==> config.mk <==
export PLATFORM = sky130hd
export DESIGN_NAME = frame_mem_responder
export DESIGN_NICKNAME = d
export VERILOG_FILES = /design/src/rtl/ternary_fabric_pkg.sv /design/src/rtl/trit_lane_decode.sv /design/src/rtl/frame_mem_responder.sv
export SDC_FILE = /design/constraint.sdc
export NUM_CORES = 1
export LEC_CHECK = 0
export ABC_AREA = 1
export ABC_CLOCK_PERIOD_IN_PS = 2100
export CELL_PAD_IN_SITES_DETAIL_PLACEMENT = 1
export CELL_PAD_IN_SITES_GLOBAL_PLACEMENT = 1
export CORE_ASPECT_RATIO = 1.5
export CORE_UTILIZATION = 33
export CTS_CLUSTER_DIAMETER = 100
export CTS_CLUSTER_SIZE = 8
export DETAILED_ROUTE_END_ITERATION = 10
export GPL_ROUTABILITY_DRIVEN = 0
export PLACE_DENSITY_LB_ADDON = 0.1
export SYNTH_ARGS = -nofsm -noshare
export SYNTH_HDL_FRONTEND = slang
export SYNTH_SLANG_ARGS = --single-unit
export TNS_END_PERCENT = 5
==> constraint.sdc <==
create_clock -name clk -period 2.1 [get_ports clk]
set_input_delay 0.21 -clock clk [delete_from_list [all_inputs] [get_ports clk]]
set_output_delay 0.21 -clock clk [all_outputs]
set_load 0.1 [all_outputs]
==> src/rtl/ternary_fabric_pkg.sv <==
// Shared trit encodings and responder FSM state encoding.
// Latency: n/a (constants and types only).
// Backpressure: n/a.
package ternary_fabric_pkg;

  // Two-bit trit codes as stored in the backing SRAM.
  localparam logic [1:0] TRIT_ZERO = 2'b00;
  localparam logic [1:0] TRIT_POS  = 2'b01;
  localparam logic [1:0] TRIT_NEG  = 2'b10;
  localparam logic [1:0] TRIT_BAD  = 2'b11;

  localparam int unsigned SRAM_DW = 32;

  typedef enum logic [2:0] {
    ST_IDLE,
    ST_ISSUE,
    ST_WAIT,
    ST_RESP,
    ST_GAP
  } state_e;

endpackage

==> src/rtl/trit_lane_decode.sv <==
// Sanitises one 2-bit trit code: the unused code becomes zero and is flagged.
// Latency: combinational.
// Backpressure: none.
// Ports: code_i raw code; code_o sanitised code; bad_o high when code_i was illegal.
module trit_lane_decode
  import ternary_fabric_pkg::*;
(
  input  logic [1:0] code_i,
  output logic [1:0] code_o,
  output logic       bad_o
);

  always_comb begin
    code_o = TRIT_ZERO;
    bad_o  = 1'b0;
    case (code_i)
      TRIT_ZERO, TRIT_POS, TRIT_NEG: code_o = code_i;
      default:                       bad_o  = 1'b1;
    endcase
  end

endmodule

==> src/rtl/frame_mem_responder.sv <==
// Serves lane-word reads for the frame controller from a fixed-latency SRAM.
// Latency: mem_ready in the SRAM_LATENCY+2-th cycle after req_valid is first
//   presented in IDLE (2 cycles for an out-of-window address).
// Backpressure: none; dropping req_valid before RESP abandons the request.
// Ports: clk/reset (sync, active-high); req_valid/req_addr request in;
//   mem_ready/rd_data one-cycle response; sram_en/sram_addr/sram_rdata SRAM
//   read port; resp_count responses this frame; addr_err/trit_err sticky flags.
module frame_mem_responder
  import ternary_fabric_pkg::*;
#(
  parameter int unsigned           ADDR_WIDTH   = 32,
  parameter int unsigned           LANE_COUNT   = 15,
  parameter int unsigned           SRAM_LATENCY = 1,   // legal range 1..4
  parameter logic [ADDR_WIDTH-1:0] WIN_BASE     = '0,
  parameter logic [ADDR_WIDTH-1:0] WIN_SIZE     = ADDR_WIDTH'(32'h0001_0000)
) (
  input  logic                    clk,
  input  logic                    reset,
  input  logic                    req_valid,
  input  logic [ADDR_WIDTH-1:0]   req_addr,
  output logic                    mem_ready,
  output logic [2*LANE_COUNT-1:0] rd_data,
  output logic                    sram_en,
  output logic [ADDR_WIDTH-3:0]   sram_addr,
  input  logic [SRAM_DW-1:0]      sram_rdata,
  output logic [15:0]             resp_count,
  output logic                    addr_err,
  output logic                    trit_err
);

  localparam int unsigned DW = 2 * LANE_COUNT;
  localparam logic [1:0]  WAIT_LAST = 2'(SRAM_LATENCY - 1);

  // Window bounds carried one bit wider so WIN_BASE+WIN_SIZE cannot wrap.
  localparam logic [ADDR_WIDTH:0] WIN_LO = {1'b0, WIN_BASE};
  localparam logic [ADDR_WIDTH:0] WIN_HI = {1'b0, WIN_BASE} + {1'b0, WIN_SIZE};

  state_e                  state_q;
  logic                    req_valid_q;
  logic                    in_win_q;
  logic                    abort_q;
  logic [1:0]              wcnt_q;
  logic                    mem_ready_q;
  logic [DW-1:0]           rd_data_q;
  logic                    sram_en_q;
  logic [ADDR_WIDTH-3:0]   sram_addr_q;
  logic [15:0]             resp_count_q;
  logic                    addr_err_q;
  logic                    trit_err_q;

  logic                    in_win_d;
  logic [DW-1:0]           dec_dat_d;
  logic [LANE_COUNT-1:0]   lane_bad_d;

  assign in_win_d = ({1'b0, req_addr} >= WIN_LO) && ({1'b0, req_addr} < WIN_HI);

  for (genvar g = 0; g < LANE_COUNT; g++) begin : g_lane
    trit_lane_decode u_dec (
      .code_i (sram_rdata[2*g +: 2]),
      .code_o (dec_dat_d[2*g +: 2]),
      .bad_o  (lane_bad_d[g])
    );
  end

  // SRAM bits above the packed lanes carry nothing for this block.
  if (DW < SRAM_DW) begin : g_unused
    logic unused_hi;
    assign unused_hi = ^sram_rdata[SRAM_DW-1:DW];
  end

  always_ff @(posedge clk) begin
    if (reset) begin
      state_q      <= ST_IDLE;
      req_valid_q  <= 1'b0;
      in_win_q     <= 1'b0;
      abort_q      <= 1'b0;
      wcnt_q       <= '0;
      mem_ready_q  <= 1'b0;
      rd_data_q    <= '0;
      sram_en_q    <= 1'b0;
      sram_addr_q  <= '0;
      resp_count_q <= '0;
      addr_err_q   <= 1'b0;
      trit_err_q   <= 1'b0;
    end else begin
      req_valid_q <= req_valid;
      case (state_q)
        ST_IDLE: begin
          if (req_valid) begin
            // A fresh rise of req_valid marks a new frame.
            if (!req_valid_q) resp_count_q <= '0;
            sram_addr_q <= req_addr[ADDR_WIDTH-1:2];
            in_win_q    <= in_win_d;
            sram_en_q   <= in_win_d;
            abort_q     <= 1'b0;
            state_q     <= ST_ISSUE;
          end
        end
        ST_ISSUE: begin
          sram_en_q <= 1'b0;
          wcnt_q    <= '0;
          if (!in_win_q) begin
            addr_err_q <= 1'b1;
            if (req_valid) begin
              rd_data_q    <= '0;
              mem_ready_q  <= 1'b1;
              resp_count_q <= resp_count_q + 16'd1;
              state_q      <= ST_RESP;
            end else begin
              state_q <= ST_IDLE;
            end
          end else begin
            // The SRAM read is already launched; let it drain even if abandoned.
            abort_q <= !req_valid;
            state_q <= ST_WAIT;
          end
        end
        ST_WAIT: begin
          if (wcnt_q == WAIT_LAST) begin
            if (abort_q || !req_valid) begin
              state_q <= ST_IDLE;
            end else begin
              rd_data_q    <= dec_dat_d;
              if (|lane_bad_d) trit_err_q <= 1'b1;
              mem_ready_q  <= 1'b1;
              resp_count_q <= resp_count_q + 16'd1;
              state_q      <= ST_RESP;
            end
          end else begin
            wcnt_q <= wcnt_q + 2'd1;
            if (!req_valid) abort_q <= 1'b1;
          end
        end
        ST_RESP: begin
          mem_ready_q <= 1'b0;
          state_q     <= ST_GAP;
        end
        ST_GAP: begin
          // Gives the requester a cycle to move req_addr before IDLE samples it.
          state_q <= ST_IDLE;
        end
        default: state_q <= ST_IDLE;
      endcase
    end
  end

  assign mem_ready  = mem_ready_q;
  assign rd_data    = rd_data_q;
  assign sram_en    = sram_en_q;
  assign sram_addr  = sram_addr_q;
  assign resp_count = resp_count_q;
  assign addr_err   = addr_err_q;
  assign trit_err   = trit_err_q;

endmodule

# Word-level counts from Yosys, hierarchy flattened
# Index checks and enable logic that the tools add are counted.
# word_totals
register_bits,88
input_bits,67
output_inout_bits,80
# classes
n_addsub,2
order_cmp,1
eq_ne,42
n_mux,62
bitwise,2
n_reduce_logical,49
# op_table
op,n
$mux W30,4
$mux W16,6
$pmux W30 S2,1
$pmux W16 S3,1
$reduce_or A3 Y1,15
$mux W2,18
$logic_not A2 Y1,16
$lt A32 B17 Y1 const B,1
$eq A2 B1 Y1 const B,15
$eq A2 B2 Y1 const B,15
$mux W1,24
$ne A2 B2 Y1 const B,9
$add A16 B1 Y16 const B,1
$reduce_and A5 Y1,3
$reduce_or A15 Y1,1
$pmux W3 S4,1
$reduce_and A2 Y1,5
$mux W3,3
$reduce_and A7 Y1,1
$eq A3 B2 Y1 const B,2
$pmux W1 S3,2
$reduce_bool A3 Y1,2
$pmux W2 S2,1
$reduce_and A4 Y1,1
other kinds (8),10

# Depth between registers and ports, before layout
# logic_depth
depth_word,6
ltp_mapped,12
mapped_depth_nobuf,12

# Hierarchy
# Synthesis repeated with hierarchy kept, for this count alone.
# unflattened
cells_unflattened,642
hier_area_um2,4214.0
# modules_own_cells
module,n_inst,cells_each,area_each_um2
frame_mem_responder,1,552,3876.2
trit_lane_decode,15,6,22.5

# Worst setup path after synthesis
# Ideal clock, no wire load.
# synth_timing
path_kind,reg-to-reg
startpoint,register resp_count_q[0] (netlist: resp_count[0])
endpoint,register resp_count_q[14] (netlist: resp_count[14])
t_arrival_ns,1.983
required_ns,1.968
slack_ns,-0.015
path_stages_with_launch,11
n_path_buf,0
synth_period_minus_slack_ns,2.115
path_cell_list,dfxtp_1 ha_1 nand2_1 inv_1 nand2_1 nor2_1 nand2_1 nand2_1 nand2_1 nand2_1 a21oi_1
# synth_via
elab_chain_cells,4
word_cells_on_any_way,6
classes_between,add/sub: 1; mux: 5
# synth_lines
item,line,source
start: declaration,frame_mem_responder.sv:47,logic [15:0] resp_count_q;
start signal: assignment,frame_mem_responder.sv:107,resp_count_q <= resp_count_q + 16'd1;
start signal: assignment,frame_mem_responder.sv:126,resp_count_q <= resp_count_q + 16'd1;
$add A16 B1 Y16 (*),"frame_mem_responder.sv:107, frame_mem_responder.sv:126",
$mux W16 (on tied branches),"frame_mem_responder.sv:120, frame_mem_responder.sv:104",
$mux W16 (on tied branches),"frame_mem_responder.sv:119, frame_mem_responder.sv:102",
$pmux W16 S3 (*),frame_mem_responder.sv:87,case (state_q)
# Every way passes the cells marked *; elsewhere a longest branch is shown, timed or not. The select of a mux whose other input is x is not followed.
# A chain may end at the register's enable or synchronous reset.

# Worst setup path in the final report
# layout_timing
startpoint,register wcnt_q[0]
endpoint,register resp_count_q[0] (netlist: resp_count[0])
# layout_via
elab_chain_cells,3
# layout_lines
item,line,source
start: declaration,frame_mem_responder.sv:42,logic [1:0] wcnt_q;
start signal: assignment,frame_mem_responder.sv:130,wcnt_q <= wcnt_q + 2'd1;
$logic_not A2 Y1,frame_mem_responder.sv:119,if (wcnt_q == WAIT_LAST) begin
$ne A2 B2 Y1 (no source line),n/a,
$reduce_and A7 Y1 (no source line),n/a,
# No other way between the ends.

==> flow_summary.ini <==
[yosys]
seq_area_frac_synth_pct = 44.2
synth_nets = 640
synth_seq_cells = 88
synth_top_area_share_pct = 44.2
ys_types = 30
avgSynthCellArea_um2 = 6.97
synth_ff_type = dfxtp_1
yosys.area.top_type = dfxtp_1
synth_edf_count = 0
synth_area_leaders = dfxtp_1, nand2_1, a21oi_1
ys.warnings.count = 0
synthArstFlopShare_pct = 0
synth_cells = 571
syn_area_um2 = 3980

[global_route]
grt_use_total_pct = 20.5
grt_overflow = 0
antenna_found_initial = 0
grt_max_degree = 64
grt_pass1_vias = 4291
grt_pass1_wl_um = 20400

[status]
status = completed

[power_and_ir_drop]
leakagePower_nw = 2.41
clockPowerShare_pct = 30.5
comb_power_share_pct = 31.2
power.internal_mw = 2.99
ir_worst_vdd_mv = 0.441
p_switching_mw = 1.83
seqPwrFrac_pct = 38.2
powerDensity_nw_per_um2 = 862
swShare_pct = 38.0

[clock_tree]
cts.clk_slew.worst_paths_ns = 0.06
cts_hold_buf = 0
ctsResizeCount = 0
htreeDepth = 3
ctsLongestPathBuffers = 2
cts_tree = built
insertion_delay_ns = 0.34
cts_buffers = 9
clockRootBuffer = clkbuf_16
cts_setup_buffers = 0
clock_sinks = 88

[sta]
period_needed_ns = 1.74
tightestPinTransition_ns = 0.732
setup-violations-final = 0
rsz0062_at_grt = no
max_freq_ghz = 0.575
clock_skew_ns = 0.00757
final.period_utilization_pct = 82.8
relSlewSlack_pct = 51.2
fin_hold_ws_ns = 0.389
tns_ns = 0
maxSlewViolCount = 0
hold_viol = 0

[job]
max_cap_viol_count = 0

[worst_setup_path]
worst_ep_arrival_time_ns = 1.95
path_buf_inv = 3
crit_fanout = 8
cp-start-kind = register
critPathRequiredTime_ns = 2.31
slowest_stage = dfxtp_1
ff2ff_setup_slack_ns = 0.36
r2r-start = wcnt_q[0]$_SDFFE_PP0P_
worstSetupStartpoint = wcnt_q[0]$_SDFFE_PP0P_
max_stage_delay_ns = 0.35
crit_type = register to register
setup.worst_path.end_class = register
path_cells = inv_1 > ha_1 > inv_1 > nand3_2 > nand2_1 > nor2_1 > nand2_1 > buf_4 > xor2_1 > nor2_1
cp_top_family = simple AND/OR/NAND/NOR gates

[routing]
routed.top_layer = met4
drt-wirelength-per-cell_um = 14.8
firstDrtPassIters = 4
postRouteAntennaNets = 0
via_per_inst = 4.99
drc = 0
drtIter0Drc = 121
vias = 4293
route.met2.wl_um = 6610
route.met3.wl_um = 552
wl_met1_um = 5300
wl_um = 12700

[place]
dp_hpwl_um = 9230
numPortBuffers = 142
placedInstanceArea_um2 = 5330
placed_cells = 844

[die]
die_area_um2 = 12500
placementRows = 48
core_um2 = 11700
die_h_um = 137
die_w_um = 91.7
start_util_pct = 34.2
boundaryPins = 147

[finish]
seqCellArea_um2 = 1760
fin_cells = 860
syn_to_final_growth_pct = 40.6
fillers = 1509
antenna-diode-count = 0
nets = 774
final_cell_area_um2 = 5600
multi_input_area_um2 = 1900
layout-drive-gt1-share_pct = 17.2

[worst_hold_path]
hold_start = reset
hp-class = input port to register
[area by class of cell]
class | instances | area share [%]
timing repair buffer | 154 | 23.6
clock inverter | 3 | 0.313
tap | 150 | 3.35
multi-input combinational | 409 | 33.9
inverter | 43 | 2.88
sequential | 88 | 31.5
clock buffer | 13 | 4.47
[sequential cells by signal, summed over array words and instances, names as in the netlist, 2 cells and up]
register and count:
sram_addr 30, resp_count 16, rd_data 30, wcnt_q 2, state_q 3
[worst register-to-register path, cell delays in order, from the launching register on]
cell     delay (ns)
dfxtp_1        0.35
inv_1          0.05
ha_1           0.18
inv_1          0.11
nand3_2        0.17
nand2_1        0.12
nor2_1         0.04
nand2_1        0.17
buf_4          0.21
xor2_1         0.16
nor2_1         0.05
[stage by stage]
stage / utilization [%] / setup slack, ns / power (mW)
finish: 48.1 / 0.360 / 4.83
global route: 48.1 / 0.182 / 5.03
CTS: 48.1 / 0.358 / 4.88
detailed placement: 45.8 / 0.0167 / 3.40
global placement: 45.8 / 0.0615 / 3.37
floorplan: - / 0.0414 / 2.97
[cell usage after synthesis (all sizes together), types with 2 or more instances]
cell,instances
clkbuf,10
dfxtp,88
nand2,127
nor4,2
inv,43
a31oi,12
nor3,18
xor2,3
o21ai,31
buf,21
a21oi,71
ha,2
nor2,81
nand3,50
nand4,5
nand3b,3
[power by group through the flow]
| stage | logic, mW | clock network, mW | registers [mW] |
|---|---|---|---|
| 2_1_floorplan | 0.381 | 0 | 2.59 |
| 3_3_place_gp | 1.50 | 0 | 1.88 |
| 3_5_place_dp | 1.52 | 0 | 1.88 |
| 4_1_cts | 1.52 | 1.51 | 1.85 |
| 5_1_grt | 1.60 | 1.58 | 1.86 |
| 6_report | 1.51 | 1.47 | 1.85 |
[metal layers]
metal	vias up	global-route usage, %
met5	-	0
met4	0	7.85
met3	19	3.89
met2	103	38.6
met1	2030	22.5
li1	2141	-
[kinds of logic after synthesis]
family / share of synthesized area [%]
simple gates: 31.3
compound gates: 14.9
flops: 44.2
buf+inv: 8.05
xor+xnor: 0.880
fa+ha+maj: 0.628
[path summary, 6_finish.rpt]
kind | end | cells after the start
worst max-delay path | resp_count[0]$_SDFFE_PP0P_ | 10
worst min-delay path | resp_count[6]$_SDFFE_PP0P_ | 5
worst max register to register | resp_count[0]$_SDFFE_PP0P_ | 10
worst min register to register | addr_err$_SDFFE_PP0P_ | 2
[layout by cell type (no fill, tap or decap)]
master and count:
o21ai_0 26, clkbuf_8 1, buf_12 1, inv_2 3
nand2_2 2, o21bai_1 1, clkinv_2 2, o21ai_1 5
buf_2 1, buf_4 91, clkbuf_16 9, or2_2 1
nor2_4 2, inv_1 40, nand2_1 125, ha_1 2
dfxtp_2 2, dfxtp_1 86, xnor2_1 1, nor2_2 2
nor2_1 77, nand3_1 48, clkdlybuf4s50_1 61, nand3b_1 3
nor4_1 2, clkbuf_1 3, nand4_1 5, a31oi_1 12
nor3_2 2, nor3b_1 1, nor3_1 16, xor2_1 3
a21oi_1 71, clkinvlp_4 1, nand3_2 2
Power figures use the tool's default switching activity.
